`src/rtl/id_ex_stage_reg.sv`:
```
// Decode->Execute pipeline register with load-use hazard detection, branch flush
// and saturating bubble/flush performance counters.
module id_ex_stage_reg #(
    parameter int XLEN  = 32,
    parameter int RAW   = 5,
    parameter int CNT_W = 16
) (
    input  logic             clk,
    input  logic             rst,
    input  logic             RegWriteD,
    input  logic             ALUSrcD,
    input  logic             MemWriteD,
    input  logic             ResultSrcD,
    input  logic             BranchD,
    input  logic [2:0]       ALUControlD,
    input  logic [XLEN-1:0]  RD1D,
    input  logic [XLEN-1:0]  RD2D,
    input  logic [XLEN-1:0]  ImmExtD,
    input  logic [XLEN-1:0]  PCD,
    input  logic [XLEN-1:0]  PCPlus4D,
    input  logic [RAW-1:0]   RS1D,
    input  logic [RAW-1:0]   RS2D,
    input  logic [RAW-1:0]   RDD,
    input  logic             ValidD,
    input  logic             FlushE,
    output logic             RegWriteE,
    output logic             ALUSrcE,
    output logic             MemWriteE,
    output logic             ResultSrcE,
    output logic             BranchE,
    output logic [2:0]       ALUControlE,
    output logic [XLEN-1:0]  RD1E,
    output logic [XLEN-1:0]  RD2E,
    output logic [XLEN-1:0]  ImmExtE,
    output logic [XLEN-1:0]  PCE,
    output logic [XLEN-1:0]  PCPlus4E,
    output logic [RAW-1:0]   RS1E,
    output logic [RAW-1:0]   RS2E,
    output logic [RAW-1:0]   RDE,
    output logic             ValidE,
    output logic             StallF,
    output logic             StallD,
    output logic [CNT_W-1:0] bubble_cnt,
    output logic [CNT_W-1:0] flush_cnt
);

    localparam logic [CNT_W-1:0] cntMax = '1;

    logic loadUse;
    logic insertBubble;

    // rs2 is compared for every opcode; a false stall only costs one cycle.
    assign loadUse = ValidE & ResultSrcE & RegWriteE & (RDE != '0) & ValidD
                     & ((RDE == RS1D) | (RDE == RS2D));

    assign StallF = loadUse & ~FlushE & ~rst;
    assign StallD = loadUse & ~FlushE & ~rst;

    assign insertBubble = FlushE | loadUse | ~ValidD;

    always_ff @(posedge clk or posedge rst) begin
        if (rst) begin
            RD1E     <= '0;
            RD2E     <= '0;
            ImmExtE  <= '0;
            PCE      <= '0;
            PCPlus4E <= '0;
            RS1E     <= '0;
            RS2E     <= '0;
            RDE      <= '0;
        end else begin
            RD1E     <= RD1D;
            RD2E     <= RD2D;
            ImmExtE  <= ImmExtD;
            PCE      <= PCD;
            PCPlus4E <= PCPlus4D;
            RS1E     <= RS1D;
            RS2E     <= RS2D;
            RDE      <= RDD;
        end
    end

    // A bubble only needs its side-effect controls cleared; data fields are don't-care.
    always_ff @(posedge clk or posedge rst) begin
        if (rst) begin
            RegWriteE   <= 1'b0;
            ALUSrcE     <= 1'b0;
            MemWriteE   <= 1'b0;
            ResultSrcE  <= 1'b0;
            BranchE     <= 1'b0;
            ALUControlE <= 3'b000;
            ValidE      <= 1'b0;
        end else if (insertBubble) begin
            RegWriteE   <= 1'b0;
            ALUSrcE     <= 1'b0;
            MemWriteE   <= 1'b0;
            ResultSrcE  <= 1'b0;
            BranchE     <= 1'b0;
            ALUControlE <= 3'b000;
            ValidE      <= 1'b0;
        end else begin
            RegWriteE   <= RegWriteD;
            ALUSrcE     <= ALUSrcD;
            MemWriteE   <= MemWriteD;
            ResultSrcE  <= ResultSrcD;
            BranchE     <= BranchD;
            ALUControlE <= ALUControlD;
            ValidE      <= ValidD;
        end
    end

    always_ff @(posedge clk or posedge rst) begin
        if (rst) begin
            bubble_cnt <= '0;
            flush_cnt  <= '0;
        end else if (FlushE) begin
            if (ValidD && (flush_cnt != cntMax)) begin
                flush_cnt <= flush_cnt + CNT_W'(1);
            end
        end else if (loadUse && (bubble_cnt != cntMax)) begin
            bubble_cnt <= bubble_cnt + CNT_W'(1);
        end
    end

endmodule

```
`config.mk`:
```
export PLATFORM = sky130hd
export DESIGN_NAME = id_ex_stage_reg
export DESIGN_NICKNAME = d
export VERILOG_FILES = /design/src/rtl/id_ex_stage_reg.sv
export SDC_FILE = /design/constraint.sdc
export NUM_CORES = 1
export LEC_CHECK = 0
export ABC_AREA = 1
export CAP_MARGIN = 10
export CORE_AREA = 2 2 156 158
export CTS_BUF_LIST = sky130_fd_sc_hd__clkbuf_8
export DETAILED_ROUTE_END_ITERATION = 16
export DIE_AREA = 0 0 158 160
export GPL_ROUTABILITY_DRIVEN = 0
export GPL_TIMING_DRIVEN = 0
export PLACE_DENSITY_LB_ADDON = 0.25
export SYNTH_ARGS = -nofsm -noshare
export SYNTH_HDL_FRONTEND = slang
export SYNTH_SLANG_ARGS = --single-unit
```
`constraint.sdc`:
```
create_clock -name clk -period 8.3 [get_ports clk]
set_clock_uncertainty 0.2 [all_clocks]
set_input_delay 2.075 -clock clk [delete_from_list [all_inputs] [get_ports clk]]
set_output_delay 2.075 -clock clk [all_outputs]
set_load 0.03 [all_outputs]
```
==> impl_metrics.env <==
export IMPL_status="complete, no violations"
export IMPL_initial_core_util_pct=28.77
export IMPL_ff2ff_setup_slack_ns=6.28
export IMPL_maxCapViolCount=0
export IMPL_rows=57
export IMPL_reg2reg_depth=11
export IMPL_yosys_area_share_simple_pct=13.33
export IMPL_hold_start="flush_cnt[4]$_DFFE_PP0P_"
export IMPL_wl_mm=22.49
export IMPL_area_growth_pct=76.40
export IMPL_worstSetupPathType="input port to output port"
export IMPL_crit_arrival_ns=4.24
export IMPL_holdWs_ns=0.3450
export IMPL_synth_area_um2=6854
export IMPL_grt_ovfl_total=0
export IMPL_clock_sinks=216
export IMPL_layout_drive_gt1_share_pct=7.795
export IMPL_cp_startpoint="RS1D[1]"
export IMPL_fin_crit_sh_pct=78.49
export IMPL_nets=1140
export IMPL_wire_per_inst_um=17.28
export IMPL_hold_path_class="register to register"
export IMPL_vias=5234
export IMPL_core_um2=23820
export IMPL_final_area_um2=12090
export IMPL_async_flop_share_pct=100.0
export IMPL_viasPerCell=4.023
export IMPL_placed_cell_area_um2=11340
export IMPL_end_kind="output port"
export IMPL_ys_top_cells_by_area="dfrtp_1 79%, nand2_1 6.4%, inv_1 2.4%"
export IMPL_worst_path_stages=11
export IMPL_h_tree_depth=2
export IMPL_grt_pass1_vias=5500
export IMPL_synth_most_common_cell="dfrtp_1"
export IMPL_die_x_um=158
export IMPL_synth_enable_flop_cells=0
export IMPL_worstHoldPathCells=2
export IMPL_port_buffers=404
export IMPL_hold_viol=0
export IMPL_final_util_pct=50.76
export IMPL_cts_clk_slew_worst_paths_ns=0.05
export IMPL_cp_slowest_cell="clkdlybuf4s50_1"
export IMPL_worstSkewPairLatency_ns=0.52
export IMPL_power_density_nw_per_um2=207.4
export IMPL_yosys_top_cells_count="216 x dfrtp_1, 117 x nand2_1, 44 x inv_1"
export IMPL_path_cells="clkdlybuf4s50_1, inv_1, nand2_1, nand2_1, nor2_1, nand3_1, nand2_2, nand3_1, nor2_1, buf_4, clkdlybuf4s50_1"
export IMPL_nFillCells=2142
export IMPL_vdd_drop_max_mv=0.1290
export IMPL_cellLeakagePower_nw=5.432
export IMPL_layout_area_seq_um2=5405
export IMPL_crit_buf_inv=4
export IMPL_drtAntennaViolNets=0
export IMPL_clk_path_buf_depth=3
export IMPL_grt_pass1_wl_mm=32.86
export IMPL_hold_path_end="flush_cnt[4]$_DFFE_PP0P_"
export IMPL_synth_top_cell_area_share_pct=78.86
export IMPL_yosysTopAreaCell="dfrtp_1"
export IMPL_synth_compound_area_share_pct=0.7302
export IMPL_cts_tree="built"
export IMPL_r2r_end="flush_cnt[4]$_DFFE_PP0P_"
export IMPL_numCtsBuffers=39
export IMPL_synth_nets=694
export IMPL_synth_xor_area_share_pct=3.450
export IMPL_relSlewSlack_pct=49.30
export IMPL_final_setup_tns_ns=0
export IMPL_crit_path_max_fanout=4
export IMPL_synthFlopType="dfrtp_1"
export IMPL_setup_viol=0
export IMPL_synthDistinctLibCells=25
export IMPL_remaining_drc_errors=0
export IMPL_antenna_found_initial=2
export IMPL_dieArea_um2=25280
export IMPL_dr_pass1_iters=4
export IMPL_drt_iter0_drc=172
export IMPL_cp_slowest_stage_delay_ns=0.65
export IMPL_cts_root_buf="clkbuf_8"
export IMPL_grt_usage_pct=17.71
export IMPL_synth_top_family_by_area="simple AND/OR/NAND/NOR gates"
export IMPL_multi_input_area_um2=1225
export IMPL_seq_area_frac_synth_pct=78.86
export IMPL_cts_setup_buffers=0
export IMPL_grt_setup_unrepaired="false"
export IMPL_syn_avg_cell_area_um2=13.57
export IMPL_ios=405
export IMPL_cp_top_family="buffers and inverters"
export IMPL_period_minus_slack_ns=6.515
export IMPL_muxShareOfSynthArea_pct=0
export IMPL_timing_max_transition_violations_final=0
export IMPL_worstPathRequired_ns=6.03
export IMPL_cts_resized_gates=0
export IMPL_tightestPinTransition_ns=0.7605
export IMPL_grt_max_degree=111
export IMPL_dp_hpwl_mm=17.59
export IMPL_syn_inst=505
export IMPL_yosys_warnings=0
export IMPL_synth_adder_area_share_pct=0.3651
export IMPL_startpoint_type="input port"
export IMPL_hold_buffers=0
export IMPL_fmax_ghz=0.1535
export IMPL_reg2reg_from="flush_cnt[0]$_DFFE_PP0P_"
export IMPL_die_y_um=160
export IMPL_ys_ff_latch=216
-- flip-flops by register name, indices dropped and copies added, names as in the netlist, 3 cells and up --
register     count
ALUControlE      3
PCE             32
flush_cnt       16
RD2E            32
PCPlus4E        32
RS1E             5
bubble_cnt      16
RD1E            32
RDE              5
ImmExtE         32
RS2E             5
-- final cells by class --
type | count | share of cell area, %
sequential | 216 | 44.71
timing repair buffer | 405 | 33.67
clock buffer | 49 | 5.578
inverter | 45 | 1.480
buffer | 5 | 0.4346
tap | 324 | 3.353
multi-input combinational | 239 | 10.13
clock inverter | 16 | 0.6002
antenna | 2 | 0.04140
-- layout by cell type (no fill, tap or decap), types with 2 or more instances in the layout --
cell type	count
buf_6	4
clkbuf_8	49
clkdlybuf4s50_1	404
dfrtp_1	216
diode_2	2
ha_1	2
inv_1	56
inv_8	2
nand2_1	117
nand3_1	19
nand3_2	3
nand3b_1	2
nand4_1	5
nor2_1	39
nor2_2	2
nor2_4	2
nor3_1	8
o21ai_0	3
o21ai_2	4
xnor2_1	12
xor2_1	15
-- metrics by stage --
step                      cells  total power, W  setup WS [ns]
after floorplan             505        0.001341         0.1174
after global placement     1233        0.001581         -2.754
after detailed placement   1234        0.001588          1.738
after CTS                  1299        0.002552          1.732
after global routing       1301        0.002631          1.598
final                      1301        0.002508          1.785
-- tightest hold or removal path, delay by kind of cell (launching register included) --
| kind | cells | cell delay [ns] |
|---|---|---|
| simple gates | 2 | 0.11 |
| flops | 1 | 0.40 |
-- report_power, final --
group          internal [W]  switching [W]  total, W  leakage (nW)
Combinational      0.000195       0.000224  0.000420          2.41
Clock              0.000528       0.000415  0.000943         0.432
Sequential          0.00111      0.0000323   0.00115          2.59
-- cell families after synthesis --
logic type               count (synthesis)
flip-flops                             216
AND/OR/NAND/NOR                        203
adder cells (fa/ha/maj)                  2
AO/OA/AOI/OAI                            7
XOR/XNOR                                27
buffers and inverters                   50
-- how the worst max path moves through the flow --
| stage | end | slack, ns |
|---|---|---|
| 2_1_floorplan | ALUControlE[0]$_DFF_PP0_ | 0.12 |
| 3_3_place_gp | ImmExtE[7]$_DFF_PP0_ | -2.75 |
| 3_5_place_dp | StallF | 1.74 |
| 4_1_cts | StallF | 1.73 |
| 5_1_grt | StallF | 1.60 |
| 6_report | StallF | 1.79 |
-- routing by layer --
metal	wire (um)	part of all wire (%)	vias up	global-route usage [%]
met5	0	0	-	0
met4	734	3.3	0	7.494
met3	2589	12	50	8.955
met2	11190	50	278	29.80
met1	7969	35	2459	18.59
li1	-	-	2447	-
Power figures use the tool's default switching activity.
